==> src/rtl/lockin_pkg.sv <==
// Shared definitions for the lock-in averaging path: sequencer state encoding
// and the averager result width derivation.
package lockin_pkg;

  localparam logic [1:0] ST_IDLE  = 2'd0;
  localparam logic [1:0] ST_CLEAR = 2'd1;
  localparam logic [1:0] ST_RUN   = 2'd2;
  localparam logic [1:0] ST_DRAIN = 2'd3;

  // Averager output carries the full accumulation: sample width plus factor width.
  function automatic int unsigned out_bits_f(input int unsigned input_data_bits,
                                             input int unsigned averaging_points_bits);
    return input_data_bits + averaging_points_bits;
  endfunction

endpackage

==> src/rtl/averager_sequencer_if.sv <==
// Result pair handshake between the averager sequencer and the packetiser.
interface averager_sequencer_if
  import lockin_pkg::*;
#(
  parameter int unsigned OUT_BITS = out_bits_f(16, 16)
) ();

  logic [OUT_BITS-1:0] out_data_1;
  logic [OUT_BITS-1:0] out_data_2;
  logic                out_valid;
  logic                out_ready;

  modport master (output out_data_1, output out_data_2, output out_valid, input out_ready);
  modport slave  (input out_data_1, input out_data_2, input out_valid, output out_ready);

endinterface

==> src/rtl/result_skid_reg.sv <==
// Single-entry valid/ready buffer; a load while full and not draining is dropped.
module result_skid_reg #(
  parameter int unsigned DATA_W = 64
) (
  input  logic              clock,
  input  logic              reset,
  input  logic              in_valid,
  input  logic [DATA_W-1:0] in_data,
  input  logic              out_ready,
  output logic              out_valid,
  output logic [DATA_W-1:0] out_data,
  output logic              drop_c
);

  logic              valid_q, valid_d;
  logic [DATA_W-1:0] data_q,  data_d;

  always_comb begin
    valid_d = valid_q;
    data_d  = data_q;
    drop_c  = 1'b0;
    if (in_valid) begin
      if (!valid_q || out_ready) begin
        valid_d = 1'b1;
        data_d  = in_data;
      end else begin
        drop_c  = 1'b1;
      end
    end else if (valid_q && out_ready) begin
      valid_d = 1'b0;
    end
  end

  always_ff @(posedge clock or negedge reset) begin
    if (!reset) begin
      valid_q <= 1'b0;
      data_q  <= '0;
    end else begin
      valid_q <= valid_d;
      data_q  <= data_d;
    end
  end

  assign out_valid = valid_q;
  assign out_data  = data_q;

endmodule

==> src/rtl/averager_sequencer.sv <==
// Sequencer for the dual averager: latches config, clears/gates the averagers,
// counts result frames and buffers each (I,Q) pair toward the packetiser.
module averager_sequencer
  import lockin_pkg::*;
#(
  parameter int unsigned AVERAGING_POINTS_BITS = 16,
  parameter int unsigned INPUT_DATA_BITS       = 16,
  parameter int unsigned FRAME_BITS            = 16
) (
  input  logic                                         clock,
  input  logic                                         reset,
  input  logic [AVERAGING_POINTS_BITS-1:0]             cfg_averaging_points,
  input  logic [FRAME_BITS-1:0]                        cfg_num_frames,
  input  logic                                         start,
  input  logic                                         stop,
  input  logic                                         sample_valid,
  output logic [AVERAGING_POINTS_BITS-1:0]             avg_points,
  output logic                                         avg_shift,
  output logic                                         avg_clear,
  output logic                                         run_averaging,
  input  logic [INPUT_DATA_BITS+AVERAGING_POINTS_BITS-1:0] avg_data_1,
  input  logic [INPUT_DATA_BITS+AVERAGING_POINTS_BITS-1:0] avg_data_2,
  input  logic                                         avg_data_valid,
  output logic                                         busy,
  output logic [FRAME_BITS-1:0]                        frames_done,
  output logic                                         overflow,
  output logic                                         cfg_error,
  averager_sequencer_if.master                         res
);

  localparam int unsigned OUT_BITS = out_bits_f(INPUT_DATA_BITS, AVERAGING_POINTS_BITS);

  logic [1:0]                       state_q, state_d;
  logic [AVERAGING_POINTS_BITS-1:0] avg_points_q, avg_points_d;
  logic                             avg_shift_q, avg_shift_d;
  logic [FRAME_BITS-1:0]            num_frames_q, num_frames_d;
  logic [FRAME_BITS-1:0]            frames_done_q, frames_done_d;
  logic                             overflow_q, overflow_d;
  logic                             cfg_error_q, cfg_error_d;
  logic                             busy_q, busy_d;

  logic                             accept_c;
  logic                             pow2_c;
  logic [FRAME_BITS-1:0]            frames_inc_c;
  logic                             buf_valid;
  logic                             drop_c;
  logic [2*OUT_BITS-1:0]            buf_data;

  assign accept_c     = avg_data_valid && (state_q == ST_RUN || state_q == ST_DRAIN);
  assign pow2_c       = (cfg_averaging_points &
                         (cfg_averaging_points - AVERAGING_POINTS_BITS'(1))) == '0;
  assign frames_inc_c = (frames_done_q == '1) ? frames_done_q
                                              : frames_done_q + FRAME_BITS'(1);

  // Next-state, config latch, frame counter and sticky flags.
  always_comb begin
    state_d       = state_q;
    avg_points_d  = avg_points_q;
    avg_shift_d   = avg_shift_q;
    num_frames_d  = num_frames_q;
    frames_done_d = frames_done_q;
    overflow_d    = overflow_q;
    cfg_error_d   = cfg_error_q;

    case (state_q)
      ST_IDLE: begin
        if (start) begin
          if (cfg_averaging_points != '0) begin
            state_d       = ST_CLEAR;
            avg_points_d  = cfg_averaging_points;
            avg_shift_d   = pow2_c;
            num_frames_d  = cfg_num_frames;
            frames_done_d = '0;
            overflow_d    = 1'b0;
            cfg_error_d   = 1'b0;
          end else begin
            cfg_error_d   = 1'b1;
          end
        end
      end
      ST_CLEAR: state_d = ST_RUN;
      ST_RUN: begin
        if (stop) begin
          state_d = ST_DRAIN;
        end else if (accept_c && num_frames_q != '0 && frames_inc_c == num_frames_q) begin
          state_d = ST_DRAIN;
        end
      end
      ST_DRAIN: begin
        if (!buf_valid && !accept_c) state_d = ST_IDLE;
      end
      default: state_d = ST_IDLE;
    endcase

    if (accept_c) frames_done_d = frames_inc_c;
    if (drop_c)   overflow_d    = 1'b1;
    busy_d = (state_d != ST_IDLE);
  end

  always_ff @(posedge clock or negedge reset) begin
    if (!reset) begin
      state_q       <= ST_IDLE;
      avg_points_q  <= '0;
      avg_shift_q   <= 1'b0;
      num_frames_q  <= '0;
      frames_done_q <= '0;
      overflow_q    <= 1'b0;
      cfg_error_q   <= 1'b0;
      busy_q        <= 1'b0;
    end else begin
      state_q       <= state_d;
      avg_points_q  <= avg_points_d;
      avg_shift_q   <= avg_shift_d;
      num_frames_q  <= num_frames_d;
      frames_done_q <= frames_done_d;
      overflow_q    <= overflow_d;
      cfg_error_q   <= cfg_error_d;
      busy_q        <= busy_d;
    end
  end

  // Stop discards the partial average in the same cycle it is seen.
  assign avg_clear     = (state_q == ST_CLEAR) || (state_q == ST_RUN && stop);
  assign run_averaging = (state_q == ST_RUN) && sample_valid;

  result_skid_reg #(.DATA_W(2*OUT_BITS)) u_skid (
    .clock     (clock),
    .reset     (reset),
    .in_valid  (accept_c),
    .in_data   ({avg_data_2, avg_data_1}),
    .out_ready (res.out_ready),
    .out_valid (buf_valid),
    .out_data  (buf_data),
    .drop_c    (drop_c)
  );

  assign res.out_valid  = buf_valid;
  assign res.out_data_1 = buf_data[OUT_BITS-1:0];
  assign res.out_data_2 = buf_data[2*OUT_BITS-1:OUT_BITS];

  assign avg_points  = avg_points_q;
  assign avg_shift   = avg_shift_q;
  assign frames_done = frames_done_q;
  assign overflow    = overflow_q;
  assign cfg_error   = cfg_error_q;
  assign busy        = busy_q;

endmodule

==> src/flat_wrapper.sv <==
// flat-port wrapper written by rule: the top's interface ports become plain ports
module averager_sequencer_flat import lockin_pkg::*;
#(
  parameter int unsigned AVERAGING_POINTS_BITS = 16,
  parameter int unsigned INPUT_DATA_BITS       = 16,
  parameter int unsigned FRAME_BITS            = 16
)
  (clock, reset, cfg_averaging_points, cfg_num_frames, start, stop, sample_valid, avg_points, avg_shift, avg_clear, run_averaging, avg_data_1, avg_data_2, avg_data_valid, busy, frames_done, overflow, cfg_error, res_out_data_1, res_out_data_2, res_out_valid, res_out_ready);
  averager_sequencer_if #(.OUT_BITS(32)) res_i ();
  input  logic clock;
  input  logic reset;
  input  logic [AVERAGING_POINTS_BITS-1:0] cfg_averaging_points;
  input  logic [FRAME_BITS-1:0] cfg_num_frames;
  input  logic start;
  input  logic stop;
  input  logic sample_valid;
  output logic [AVERAGING_POINTS_BITS-1:0] avg_points;
  output logic avg_shift;
  output logic avg_clear;
  output logic run_averaging;
  input  logic [INPUT_DATA_BITS+AVERAGING_POINTS_BITS-1:0] avg_data_1;
  input  logic [INPUT_DATA_BITS+AVERAGING_POINTS_BITS-1:0] avg_data_2;
  input  logic avg_data_valid;
  output logic busy;
  output logic [FRAME_BITS-1:0] frames_done;
  output logic overflow;
  output logic cfg_error;
  output wire logic [$bits(res_i.out_data_1)-1:0] res_out_data_1;
  output wire logic [$bits(res_i.out_data_2)-1:0] res_out_data_2;
  output wire logic [$bits(res_i.out_valid)-1:0] res_out_valid;
  input wire logic [$bits(res_i.out_ready)-1:0] res_out_ready;
  assign res_out_data_1 = res_i.out_data_1;
  assign res_out_data_2 = res_i.out_data_2;
  assign res_out_valid = res_i.out_valid;
  assign res_i.out_ready = res_out_ready;
  averager_sequencer #(.AVERAGING_POINTS_BITS(AVERAGING_POINTS_BITS), .INPUT_DATA_BITS(INPUT_DATA_BITS), .FRAME_BITS(FRAME_BITS)) u_core (.clock(clock), .reset(reset), .cfg_averaging_points(cfg_averaging_points), .cfg_num_frames(cfg_num_frames), .start(start), .stop(stop), .sample_valid(sample_valid), .avg_points(avg_points), .avg_shift(avg_shift), .avg_clear(avg_clear), .run_averaging(run_averaging), .avg_data_1(avg_data_1), .avg_data_2(avg_data_2), .avg_data_valid(avg_data_valid), .busy(busy), .frames_done(frames_done), .overflow(overflow), .cfg_error(cfg_error), .res(res_i));
endmodule
==> config.mk <==
export PLATFORM = sky130hd
export DESIGN_NAME = averager_sequencer_flat
export DESIGN_NICKNAME = d
export VERILOG_FILES = /design/src/rtl/lockin_pkg.sv /design/src/rtl/averager_sequencer_if.sv /design/src/rtl/result_skid_reg.sv /design/src/rtl/averager_sequencer.sv /design/src/flat_wrapper.sv
export SDC_FILE = /design/constraint.sdc
export NUM_CORES = 1
export LEC_CHECK = 0
export ABC_AREA = 1
export CAP_MARGIN = 10
export CELL_PAD_IN_SITES_DETAIL_PLACEMENT = 1
export CELL_PAD_IN_SITES_GLOBAL_PLACEMENT = 2
export CORE_ASPECT_RATIO = 0.75
export CORE_MARGIN = 4
export CORE_UTILIZATION = 40
export CTS_CLUSTER_SIZE = 24
export DETAILED_ROUTE_END_ITERATION = 6
export DONT_BUFFER_PORTS = 1
export GPL_TIMING_DRIVEN = 1
export PLACE_DENSITY = 0.95
export SLEW_MARGIN = 15
export SYNTH_ARGS = -nofsm -noshare
export SYNTH_HDL_FRONTEND = slang
export SYNTH_SLANG_ARGS = --single-unit
==> constraint.sdc <==
create_clock -name clock -period 2.65 [get_ports clock]
set_input_delay 0.795 -clock clock [delete_from_list [all_inputs] [get_ports clock]]
set_output_delay 0.795 -clock clock [all_outputs]
set_load 0.005 [all_outputs]
==> reports/results.ini, run 1 <==
[sta]
tightest_slew_ps = 489
fin_tns_setup_ps = 0
fin_crit_ps = 2270
max_slew_margin_pct = 67.3
clock-skew-final_ps = 11.0
finalHoldViolations = 0
setup_viol = 0
rsz0062_at_grt = false
post-route-period-util_pct = 85.6
slew_violations = 0
fmax_mhz = 441

[cts]
cts.reportedPaths.clkPinSlew_ps = 60
htree_num_levels = 4
holdBufCountCts = 0
cts_tree = done
clock_path_buffers = 2
clk_latency_ps = 410
cts-buffers-inserted = 17
cts_sinks = 119
ctsResizeCount = 0
cts.root.buffer_cell = clkbuf_16
cts_setup_buffers = 0

[logic_synthesis]
post_synth_edffs = 0
synthMostInstantiatedCell = nand2_1
syn-cell-area_sq_um = 5500
synth_fp_nets = 683
syn-instance-count = 579
synthFlopType = dfrtp_1
sequential_area_share_after_synthesis_pct = 54.1
area_share_of_the_leading_cell_type_in_the_synthesized_netlist_pct = 54.1
ys_async_sr_fraction_pct = 100
yosysUniqueCellTypes = 30
synthDominantAreaCellType = dfrtp_1
ys_top_cells_by_count = nand2_1 (142), dfrtp_1 (119), mux2_2 (64)
synth-seq-cells = 119
synth.yosys.warnings = 0
post_synth_main_area_contributors = dfrtp_1 (54%), mux2_2 (13%), nand2_1 (9.7%), o21ai_0 (4.0%), inv_1 (3.9%)
synthesis.area_per_instance_sq_um = 9.51

[floorplan]
initial_utilization_pct = 41.6
design.die.area_sq_um = 15700
floorplan.io_pins = 206
placement_rows = 36
die_h_microns = 110
chipWidth_microns = 143
area_of_the_core_sq_um = 13200

[power]
power_frac_clock_pct = 29.3
total_power_uw = 7640
p_leak_uw = 0.00289
p_sw_share_pct = 36.9
power.ir.vdd_worst_mv = 0.559
power_density_nw_per_um2 = 1210
seq_power_share_pct = 44.7
combinationalPowerShare_pct = 26.0
design_internal_power_uw = 4820
power_switching_uw = 2820

[drt]
total_via_count_in_the_routed_design = 4154
antenna_left = 0
wl_mm = 16.3
total_iterations_of_the_first_detailed_routing_run = 4
drtIter0Drc = 164
via_per_inst = 5.38
post-route-drc-count = 0
post_drt_wl_per_cell_microns = 21.1

[worst_setup_path]
critical_path_peak_fanout = 12
rr_endpoint = u_core.busy$_DFF_PN0_
timing.rr.start = u_core.frames_done[1]$_DFFE_PN0P_
worst_setup_path_start_kind = register
r2r.worst_path.cells = 15
kind_of_critical_path = register to register
worstPathArrival_ps = 2600
critical_path.endpoint_type = register
cp.required_ps = 2980
reg2reg_slack_ps = 380

[grt]
grt_pass1_vias = 4502
grt_first_pass_wirelength_mm = 24.3
antenna_found_initial = 0
global_route.usage.total_pct = 20.3
overflow = 0
grt_max_degree = 120

[finish]
proportion_of_layout_cells_with_a_drive_suffix_above_1_pct = 21.3
n_fill_cell = 1517
flow.area_growth_from_synthesis_pct = 14.3
n_antenna_cell = 0
final_util_pct = 47.5
num-nets-final = 692

[job]
cap_violations = 0

[run_status]
run_status = finished, final reports clean

[place]
number_of_input_and_output_port_buffers_inserted = 0
post-dp-hpwl_mm = 12.4
globalplace.congestion = 0.885

[worst_hold_path]
worst_hold_path_class = primary input to asynchronous set/reset pin

==> worst max-delay path by stage <==
stage / start / to / slack, ps / cells past startpoint
6_report: u_core.frames_done[1]$_DFFE_PN0P_ / u_core.busy$_DFF_PN0_ / 380 / 15
5_1_grt: u_core.frames_done[1]$_DFFE_PN0P_ / u_core.busy$_DFF_PN0_ / 150 / 15
4_1_cts: u_core.frames_done[1]$_DFFE_PN0P_ / u_core.busy$_DFF_PN0_ / 370 / 15
3_5_place_dp: cfg_averaging_points[0] / u_core.frames_done[5]$_DFFE_PN0P_ / 90 / 9
3_3_place_gp: cfg_averaging_points[2] / u_core.frames_done[5]$_DFFE_PN0P_ / 180 / 9
2_1_floorplan: cfg_averaging_points[2] / u_core.num_frames_q[10]$_DFFE_PN0P_ / 600 / 10
==> flip-flops by register name, summed over array words and instances (netlist names) <==
name	count
u_core.avg_points	16
u_core.state_q	2
u_core.avg_shift	1
u_core.overflow	1
u_core.num_frames_q	16
u_core.frames_done	16
u_core.u_skid.out_data	64
u_core.busy	1
u_core.cfg_error	1
u_core.u_skid.out_valid	1
==> final cells by class <==
class | instances | area [sq um] | share of cell area [%]
flip-flops and latches | 119 | 2980 | 47.3
multi-input cells | 381 | 2220 | 35.3
clock buffers | 18 | 439 | 6.98
inverters | 62 | 233 | 3.70
well taps | 171 | 214 | 3.40
clock inverters | 14 | 139 | 2.21
repair buffers | 7 | 65.1 | 1.03
==> metal layers <==
layer | share of wire (%) | vias up | GRT usage (%)
met5 | 0 | - | 0
met4 | 0.78 | 0 | 4.97
met2 | 50 | 144 | 34.1
met1 | 40 | 2086 | 24.8
li1 | - | 1910 | -
met3 | 9.2 | 14 | 7.70
==> worst max-delay path: stages, from the launching register on <==
cell	delay, ps
dfrtp_1	360
ha_1	320
nand2_2	110
nor2_4	130
nand2_4	110
nor2_4	170
inv_2	150
nand2_1	110
nand2_1	70
nand2_1	60
nand2_1	100
nor2_1	120
nand2_1	100
nor3_2	110
nand2_1	90
nand3_1	70
==> stage by stage <==
step                cell area (sq um)  instances  worst slack (ps)  hold WS, ps
global placement                 5710        740               175          502
detailed placement               5710        740              86.7          502
CTS                              6290        772               370         62.6
finish                           6290        772               382         85.6
floorplan                        5500        579               604          465
global route                     6290        772               154         57.5
==> power groups by stage <==
stage | sequential [uW] | combinational (uW) | clock [uW]
6_report | 3420 | 1980 | 2240
5_1_grt | 3520 | 2240 | 2370
4_1_cts | 3440 | 2010 | 2290
3_5_place_dp | 3460 | 2000 | 0
3_3_place_gp | 3410 | 1880 | 0
2_1_floorplan | 3150 | 1510 | 0
==> cell families (layout without fill, tap and decap cells) <==
logic type	Yosys count	count (layout)	share of synthesized area [%]
AND/OR/NAND/NOR	247	247	19.6
flip-flops	119	119	54.1
buffers and inverters	79	101	5.82
multiplexers	64	64	13.1
AO/OA/AOI/OAI	61	61	5.86
XOR/XNOR	7	7	1.11
adder cells (fa/ha/maj)	2	2	0.409
==> cells in the final DEF, fill, tap and decap left out, types with 2 or more instances in the layout <==
cell        count
nand2_1       141
dfrtp_1       119
mux2_2         64
inv_1          57
o21ai_0        44
nor2_1         37
nand3_1        36
clkbuf_16      17
nand2_2        10
nand4_1        10
o22ai_1         7
buf_4           6
xor2_1          5
inv_2           5
a21oi_1         5
inv_6           5
nor2_4          3
nor2_2          3
nor3_1          3
clkinv_4        3
clkinvlp_4      3
xnor2_1         2
o21ai_1         2
Note: power is estimated with default switching activity, not from simulation.
==> run 2: changes to the inputs <==
--- a/config.mk
+++ b/config.mk
@@ -11,13 +11,15 @@
 export CELL_PAD_IN_SITES_GLOBAL_PLACEMENT = 2
 export CORE_ASPECT_RATIO = 0.75
 export CORE_MARGIN = 4
-export CORE_UTILIZATION = 40
+export CORE_UTILIZATION = 37
 export CTS_CLUSTER_SIZE = 24
 export DETAILED_ROUTE_END_ITERATION = 6
 export DONT_BUFFER_PORTS = 1
+export GPL_ROUTABILITY_DRIVEN = 0
 export GPL_TIMING_DRIVEN = 1
 export PLACE_DENSITY = 0.95
 export SLEW_MARGIN = 15
 export SYNTH_ARGS = -nofsm -noshare
 export SYNTH_HDL_FRONTEND = slang
+export SYNTH_HIERARCHICAL = 1
 export SYNTH_SLANG_ARGS = --single-unit
==> reports/results.ini, run 2 <==
[cts]
cts_sinks = 119  ; unchanged
clk_latency_ps = 410  ; about the same
cts_tree = done
cts.root.buffer_cell = clkbuf_16
cts.reportedPaths.clkPinSlew_ps = 60  ; about the same
cts-buffers-inserted = 17  ; unchanged
cts_setup_buffers = 0  ; unchanged
htree_num_levels = 4  ; unchanged
holdBufCountCts = 0  ; unchanged
ctsResizeCount = 0  ; unchanged
clock_path_buffers = 2  ; unchanged

[worst_setup_path]
worstPathArrival_ps = 2610  ; about the same
rr_endpoint = u_core/busy$_DFF_PN0_
reg2reg_slack_ps = 380  ; about the same
kind_of_critical_path = register to register
timing.rr.start = u_core/frames_done[0]$_DFFE_PN0P_
r2r.worst_path.cells = 15  ; unchanged
worst_setup_path_start_kind = register
cp.required_ps = 2990  ; about the same
critical_path_peak_fanout = 16  ; +4
critical_path.endpoint_type = register

[finish]
flow.area_growth_from_synthesis_pct = 12.2
n_antenna_cell = 0  ; unchanged
mostFrequentLayoutCell = nand2_1
proportion_of_layout_cells_with_a_drive_suffix_above_1_pct = 8.47  ; -13 points
ff_latch_area_sq_um = 2980  ; unchanged
most-common-layout-cells = nand2_1 (270), dfrtp_1 (119), nand3_1 (96), inv_1 (49), nor2_1 (40)
largest_reg_flops = 64  ; unchanged
n_fill_cell = 1795  ; +18%
multi_input_area_sq_um = 2330  ; +4.8%
num-nets-final = 811  ; +17%

[floorplan]
placement_rows = 38  ; +5.6%
area_of_the_core_sq_um = 14700  ; +11%
initial_utilization_pct = 38.5  ; -3.1 points
floorplan.io_pins = 206  ; unchanged
die_h_microns = 115  ; +5.1%
chipWidth_microns = 151  ; +5.2%
design.die.area_sq_um = 17400  ; +11%

[logic_synthesis]
post_synth_edffs = 0  ; unchanged
area_share_of_the_leading_cell_type_in_the_synthesized_netlist_pct = 52.5  ; -1.6 points
synthMostInstantiatedCell = nand2_1
synthDominantAreaCellType = dfrtp_1
post_synth_main_area_contributors = dfrtp_1 (53%), nand2_1 (18%), nand3_1 (8.5%), o21ai_0 (3.4%), inv_1 (3.2%)
synth.yosys.warnings = 6  ; +6
ys_top_cells_by_count = nand2_1 (270), dfrtp_1 (119), nand3_1 (96)
sequential_area_share_after_synthesis_pct = 52.5  ; -1.6 points
ys_async_sr_fraction_pct = 100  ; unchanged
synthFlopType = dfrtp_1
syn-instance-count = 711  ; +23%
yosysUniqueCellTypes = 36  ; +20%
synth-seq-cells = 119  ; unchanged
synth_fp_nets = 815  ; +19%
synthesis.area_per_instance_sq_um = 7.97  ; -16%
syn-cell-area_sq_um = 5670  ; +3.0%

[power]
total_power_uw = 7390  ; -3.3%
combinationalPowerShare_pct = 25.4  ; -0.6 points
seq_power_share_pct = 45.6  ; +0.9 points
design_internal_power_uw = 4510  ; -6.5%
p_sw_share_pct = 39.0  ; +2.1 points
power_switching_uw = 2880  ; +2.3%
p_leak_uw = 0.00320  ; +11%
power_density_nw_per_um2 = 1160  ; -4.3%
power_frac_clock_pct = 29.0  ; -0.3 points
power.ir.vdd_worst_mv = 0.580  ; +3.8%

[sta]
fin_crit_ps = 2270  ; +1.01 ps
post-route-period-util_pct = 85.6  ; about the same
worst_hold_slack_ps = 78.9  ; -6.77 ps
slew_violations = 0  ; unchanged
finalHoldViolations = 0  ; unchanged
fmax_mhz = 441  ; about the same
rsz0062_at_grt = false
tightest_slew_ps = 666  ; +177 ps
setup_viol = 0  ; unchanged
fin_tns_setup_ps = 0  ; unchanged
clock-skew-final_ps = 9.84  ; -1.19 ps
max_slew_margin_pct = 55.6  ; -12 points

[drt]
via_per_inst = 5.23  ; -2.8%
post_drt_wl_per_cell_microns = 19.1  ; -9.4%
drtIter0Drc = 264  ; +61%
antenna_left = 0  ; unchanged
total_via_count_in_the_routed_design = 4812  ; +16%
post-route-drc-count = 0  ; unchanged
total_iterations_of_the_first_detailed_routing_run = 5  ; +1
wl_mm = 17.6  ; +8.0%

[grt]
overflow = 0  ; unchanged
grt_pass1_vias = 5108  ; +13%
global_route.usage.total_pct = 20.1  ; -0.20 points
antenna_found_initial = 0  ; unchanged
grt_first_pass_wirelength_mm = 27.5  ; +13%
grt_max_degree = 120  ; unchanged

[place]
number_of_input_and_output_port_buffers_inserted = 0  ; unchanged
post-dp-hpwl_mm = 13.1  ; +6.2%

[run_status]
run_status = finished, final reports clean

[worst_hold_path]
worst_hold_path_class = primary input to asynchronous set/reset pin

[job]
cap_violations = 0  ; unchanged

## run 2: cell types whose count changed after synthesis, moves of 4 or more
cell / previous run / this run
mux2_2: 64 / 0
nand2_1: 142 / 270
a22o_1: 0 / 6
xor2_1: 5 / 9
nand3_1: 36 / 96
buf_2: 13 / 20
o22ai_1: 7 / 2
inv_1: 57 / 49
o21ai_1: 2 / 6
o21ai_0: 44 / 38
## run 2: logic make-up after synthesis
family          Yosys count  share of synthesized area [%]
compound gates           62                           6.25
fa+ha+maj                 1                          0.221
flops                   119                           52.5
xor+xnor                 12                           1.99
buf+inv                  82                           6.51
simple gates            435                           32.5
## run 2: routing by layer
layer / GRT usage, % / up-vias / routed length (microns)
met1: 25.1 / 2365 / 7340
met5: 0 / - / 0
met2: 32.6 / 162 / 8250
li1: - / 2273 / -
met3: 8.20 / 12 / 1850
met4: 4.83 / 0 / 115
## run 2: worst max-delay path by stage
| stage | from | end | slack (ps) | cells after the start |
|---|---|---|---|---|
| floorplan | cfg_averaging_points[1] | u_core/avg_points[5]$_DFFE_PN0P_ | 580 | 10 |
| global placement | cfg_averaging_points[1] | u_core/frames_done[6]$_DFFE_PN0P_ | 400 | 9 |
| detailed placement | cfg_averaging_points[0] | u_core/frames_done[13]$_DFFE_PN0P_ | 260 | 9 |
| CTS | u_core/frames_done[0]$_DFFE_PN0P_ | u_core/busy$_DFF_PN0_ | 370 | 15 |
| global route | u_core/frames_done[0]$_DFFE_PN0P_ | u_core/busy$_DFF_PN0_ | 110 | 15 |
| finish | u_core/frames_done[0]$_DFFE_PN0P_ | u_core/busy$_DFF_PN0_ | 380 | 15 |
## run 2: power groups by stage
stage / Combinational, uW / Sequential, uW / Clock [uW]
2_1_floorplan: 1470 / 3100 / 0
3_3_place_gp: 1750 / 3380 / 0
3_5_place_dp: 1890 / 3410 / 0
4_1_cts: 1900 / 3390 / 2200
5_1_grt: 2180 / 3480 / 2290
6_report: 1880 / 3370 / 2140
## run 2: stage by stage
stage	util [%]	instance area (sq um)	setup WS [ps]	cells
after global placement	39.4	5800	400	888
after global routing	43.1	6360	108	920
after detailed placement	39.4	5800	260	888
after floorplan	-	5670	577	711
final	43.1	6360	381	920
after CTS	43.1	6360	365	920
## run 2: critical path, stage by stage, from the launching register on
cell and delay [ps]:
dfrtp_1 490, ha_1 280, nand2_1 90, nor2_2 130, nand2_2 110, nor2_4 140, inv_2 160, nand2_1 130
nand2_1 90, nand2_1 70, nand3_1 90, nor2_1 100, nand2_1 50, nor2_1 100, nand2_1 90, nand3_1 70
## run 2: cell type report
class	count	area share [%]
clock buffer	17	6.69
clock inverter	15	2.07
inverter	53	3.15
multi-input combinational	510	36.6
sequential	119	46.8
tap	200	3.93
timing repair buffer	6	0.708
==> run 3: changes to the inputs <==
--- a/config.mk
+++ b/config.mk
@@ -11,7 +11,8 @@
 export CELL_PAD_IN_SITES_GLOBAL_PLACEMENT = 2
 export CORE_ASPECT_RATIO = 0.75
 export CORE_MARGIN = 4
-export CORE_UTILIZATION = 37
+export CORE_UTILIZATION = 39
+export CTS_BUF_LIST = sky130_fd_sc_hd__clkbuf_2 sky130_fd_sc_hd__clkbuf_4 sky130_fd_sc_hd__clkbuf_8
 export CTS_CLUSTER_SIZE = 24
 export DETAILED_ROUTE_END_ITERATION = 6
 export DONT_BUFFER_PORTS = 1
==> reports/results.ini, run 3 (synthesis gave the netlist of run 2 again) <==
[sta]
max_slew_margin_pct = 54.9  ; -0.72 points
setup_viol = 0  ; unchanged
tightest_slew_ps = 670  ; +4.60 ps
slew_violations = 0  ; unchanged
fin_crit_ps = 2340  ; +73.3 ps
clock-skew-final_ps = 9.66  ; -0.179 ps
post-route-period-util_pct = 88.4  ; +2.8 points
rsz0062_at_grt = false
fmax_mhz = 427  ; -3.1%
fin_tns_setup_ps = 0  ; unchanged
finalHoldViolations = 0  ; unchanged

[cts]
cts.reportedPaths.clkPinSlew_ps = 70  ; about the same
clk_latency_ps = 430  ; +20 ps
cts_sinks = 119  ; unchanged
cts_tree = done
cts_setup_buffers = 0  ; unchanged
cts.root.buffer_cell = clkbuf_8
holdBufCountCts = 0  ; unchanged
clock_path_buffers = 2  ; unchanged
ctsResizeCount = 0  ; unchanged
htree_num_levels = 4  ; unchanged
cts-buffers-inserted = 17  ; unchanged

[worst_setup_path]
worst_setup_path_start_kind = register
worstPathArrival_ps = 2700  ; +90 ps
cpLargestDelayFamily = simple AND/OR/NAND/NOR gates
crit_path_top_delay_cell = dfrtp_1
crit_chain = ha_1 -> nand2_1 -> nor2_2 -> nand2_2 -> nor2_4 -> inv_2 -> nand2_1 -> nand2_1 -> nand2_1 -> nand3_1 -> nor2_1 -> nand2_1 -> nor2_1 -> nand2_1 -> nand3_1
cpPeakStageDelay_ps = 490  ; about the same
critical_path.endpoint_type = register
reg2reg_slack_ps = 310  ; -70 ps
cp.required_ps = 3010  ; +20 ps
crit_top_cell = nand2_1
kind_of_critical_path = register to register
critical_path_peak_fanout = 16  ; unchanged
timing.critical_path.buf_inv = 1  ; unchanged

[run_status]
run_status = finished, final reports clean

[grt]
grt_first_pass_wirelength_mm = 27.8  ; +1.3%
grt_max_degree = 120  ; unchanged
grt_pass1_vias = 5096  ; -0.23%
antenna_found_initial = 0  ; unchanged
overflow = 0  ; unchanged
global_route.usage.total_pct = 21.3  ; +1.3 points

[finish]
num-nets-final = 811  ; unchanged
final_design_area_no_fill_sq_um = 6220  ; -2.2%
flow.area_growth_from_synthesis_pct = 9.69
largest_reg_flops = 64  ; unchanged
multi_input_area_sq_um = 2330  ; unchanged
instances_no_fill = 915  ; -0.54%
n_fill_cell = 1735  ; -3.3%
most-common-layout-cells = nand2_1 (270), dfrtp_1 (119), nand3_1 (96), inv_1 (49), nor2_1 (40)
ff_latch_area_sq_um = 2980  ; unchanged
proportion_of_layout_cells_with_a_drive_suffix_above_1_pct = 8.47  ; unchanged
n_antenna_cell = 0  ; unchanged
mostFrequentLayoutCell = nand2_1

[place]
post-dp-hpwl_mm = 13.1  ; about the same
detailed_place.area_sq_um = 5800  ; -0.11%
numPlacedInstances = 883  ; -0.56%
number_of_input_and_output_port_buffers_inserted = 0  ; unchanged

[drt]
post-route-drc-count = 0  ; unchanged
total_via_count_in_the_routed_design = 4827  ; +0.31%
total_iterations_of_the_first_detailed_routing_run = 4  ; -1
wl_mm = 17.8  ; +1.4%
post_drt_wl_per_cell_microns = 19.5  ; +1.9%
via_per_inst = 5.28  ; +0.86%
antenna_left = 0  ; unchanged
drtIter0Drc = 305  ; +16%

[floorplan]
placement_rows = 37  ; -2.6%
floorplan.io_pins = 206  ; unchanged
area_of_the_core_sq_um = 14000  ; -5.1%
chipWidth_microns = 147  ; -2.5%
design.die.area_sq_um = 16500  ; -4.8%
initial_utilization_pct = 40.5  ; +2.1 points
die_h_microns = 112  ; -2.4%

[job]
cap_violations = 0  ; unchanged

[power]
power_density_nw_per_um2 = 1130  ; -3.1%
p_leak_uw = 0.00315  ; -1.7%
power.ir.vdd_worst_mv = 0.535  ; -7.7%

[worst_hold_path]
worst_hold_path_class = primary input to asynchronous set/reset pin

[run 3: cell types whose count changed in the layout (fill, tap and decap cells not counted)]
cell,previous run,this run
clkbuf_8,0,20
clkbuf_16,17,0
clkinv_4,6,0
clkbuf_4,0,3
bufinv_16,1,3
clkinvlp_4,2,1
inv_6,1,0
[run 3: report_power, final]
part | internal [uW] | switching (uW)
clock | 1030 | 720
sequential | 2590 | 762
combinational | 632 | 1270
[run 3: final cells by class]
cell class / count / area share, %
Clock buffer: 23 / 4.79
Sequential cell: 119 / 47.9
Timing Repair Buffer: 6 / 0.724
Tap cell: 195 / 3.92
Clock inverter: 9 / 1.97
Inverter: 53 / 3.22
Multi-Input combinational cell: 510 / 37.5
[run 3: through the flow]
stage	hold WS [ps]	total power [uW]	util (%)	setup WS, ps
2_1_floorplan	465	4570	-	577
3_3_place_gp	486	5120	41.5	346
3_5_place_dp	491	5290	41.5	223
4_1_cts	21.9	7090	44.5	297
5_1_grt	15.2	7540	44.5	21.1
6_report	63.3	7000	44.5	307
[run 3: path summary, 6_finish.rpt]
path	startpoint	end	cells after the start
min reg2reg	u_core/u_skid/out_data[1]$_DFFE_PN0P_	u_core/u_skid/out_data[1]$_DFFE_PN0P_	2
max reg2reg	u_core/frames_done[0]$_DFFE_PN0P_	u_core/busy$_DFF_PN0_	15
min	reset	u_core/u_skid/out_data[11]$_DFFE_PN0P_	0
max in group asynchronous	reset	u_core/u_skid/out_data[51]$_DFFE_PN0P_	0
min in group clock	cfg_num_frames[6]	u_core/num_frames_q[6]$_DFFE_PN0P_	2
max	u_core/frames_done[0]$_DFFE_PN0P_	u_core/busy$_DFF_PN0_	15
[run 3: routing by layer]
layer	wire, microns	share of wire [%]	GRT usage [%]	up-vias
met5	0	0	0	-
met4	218	1.2	6.15	0
met3	1740	9.8	8.19	18
met2	8470	48	35.3	176
met1	7370	41	26.2	2364
li1	-	-	-	2269
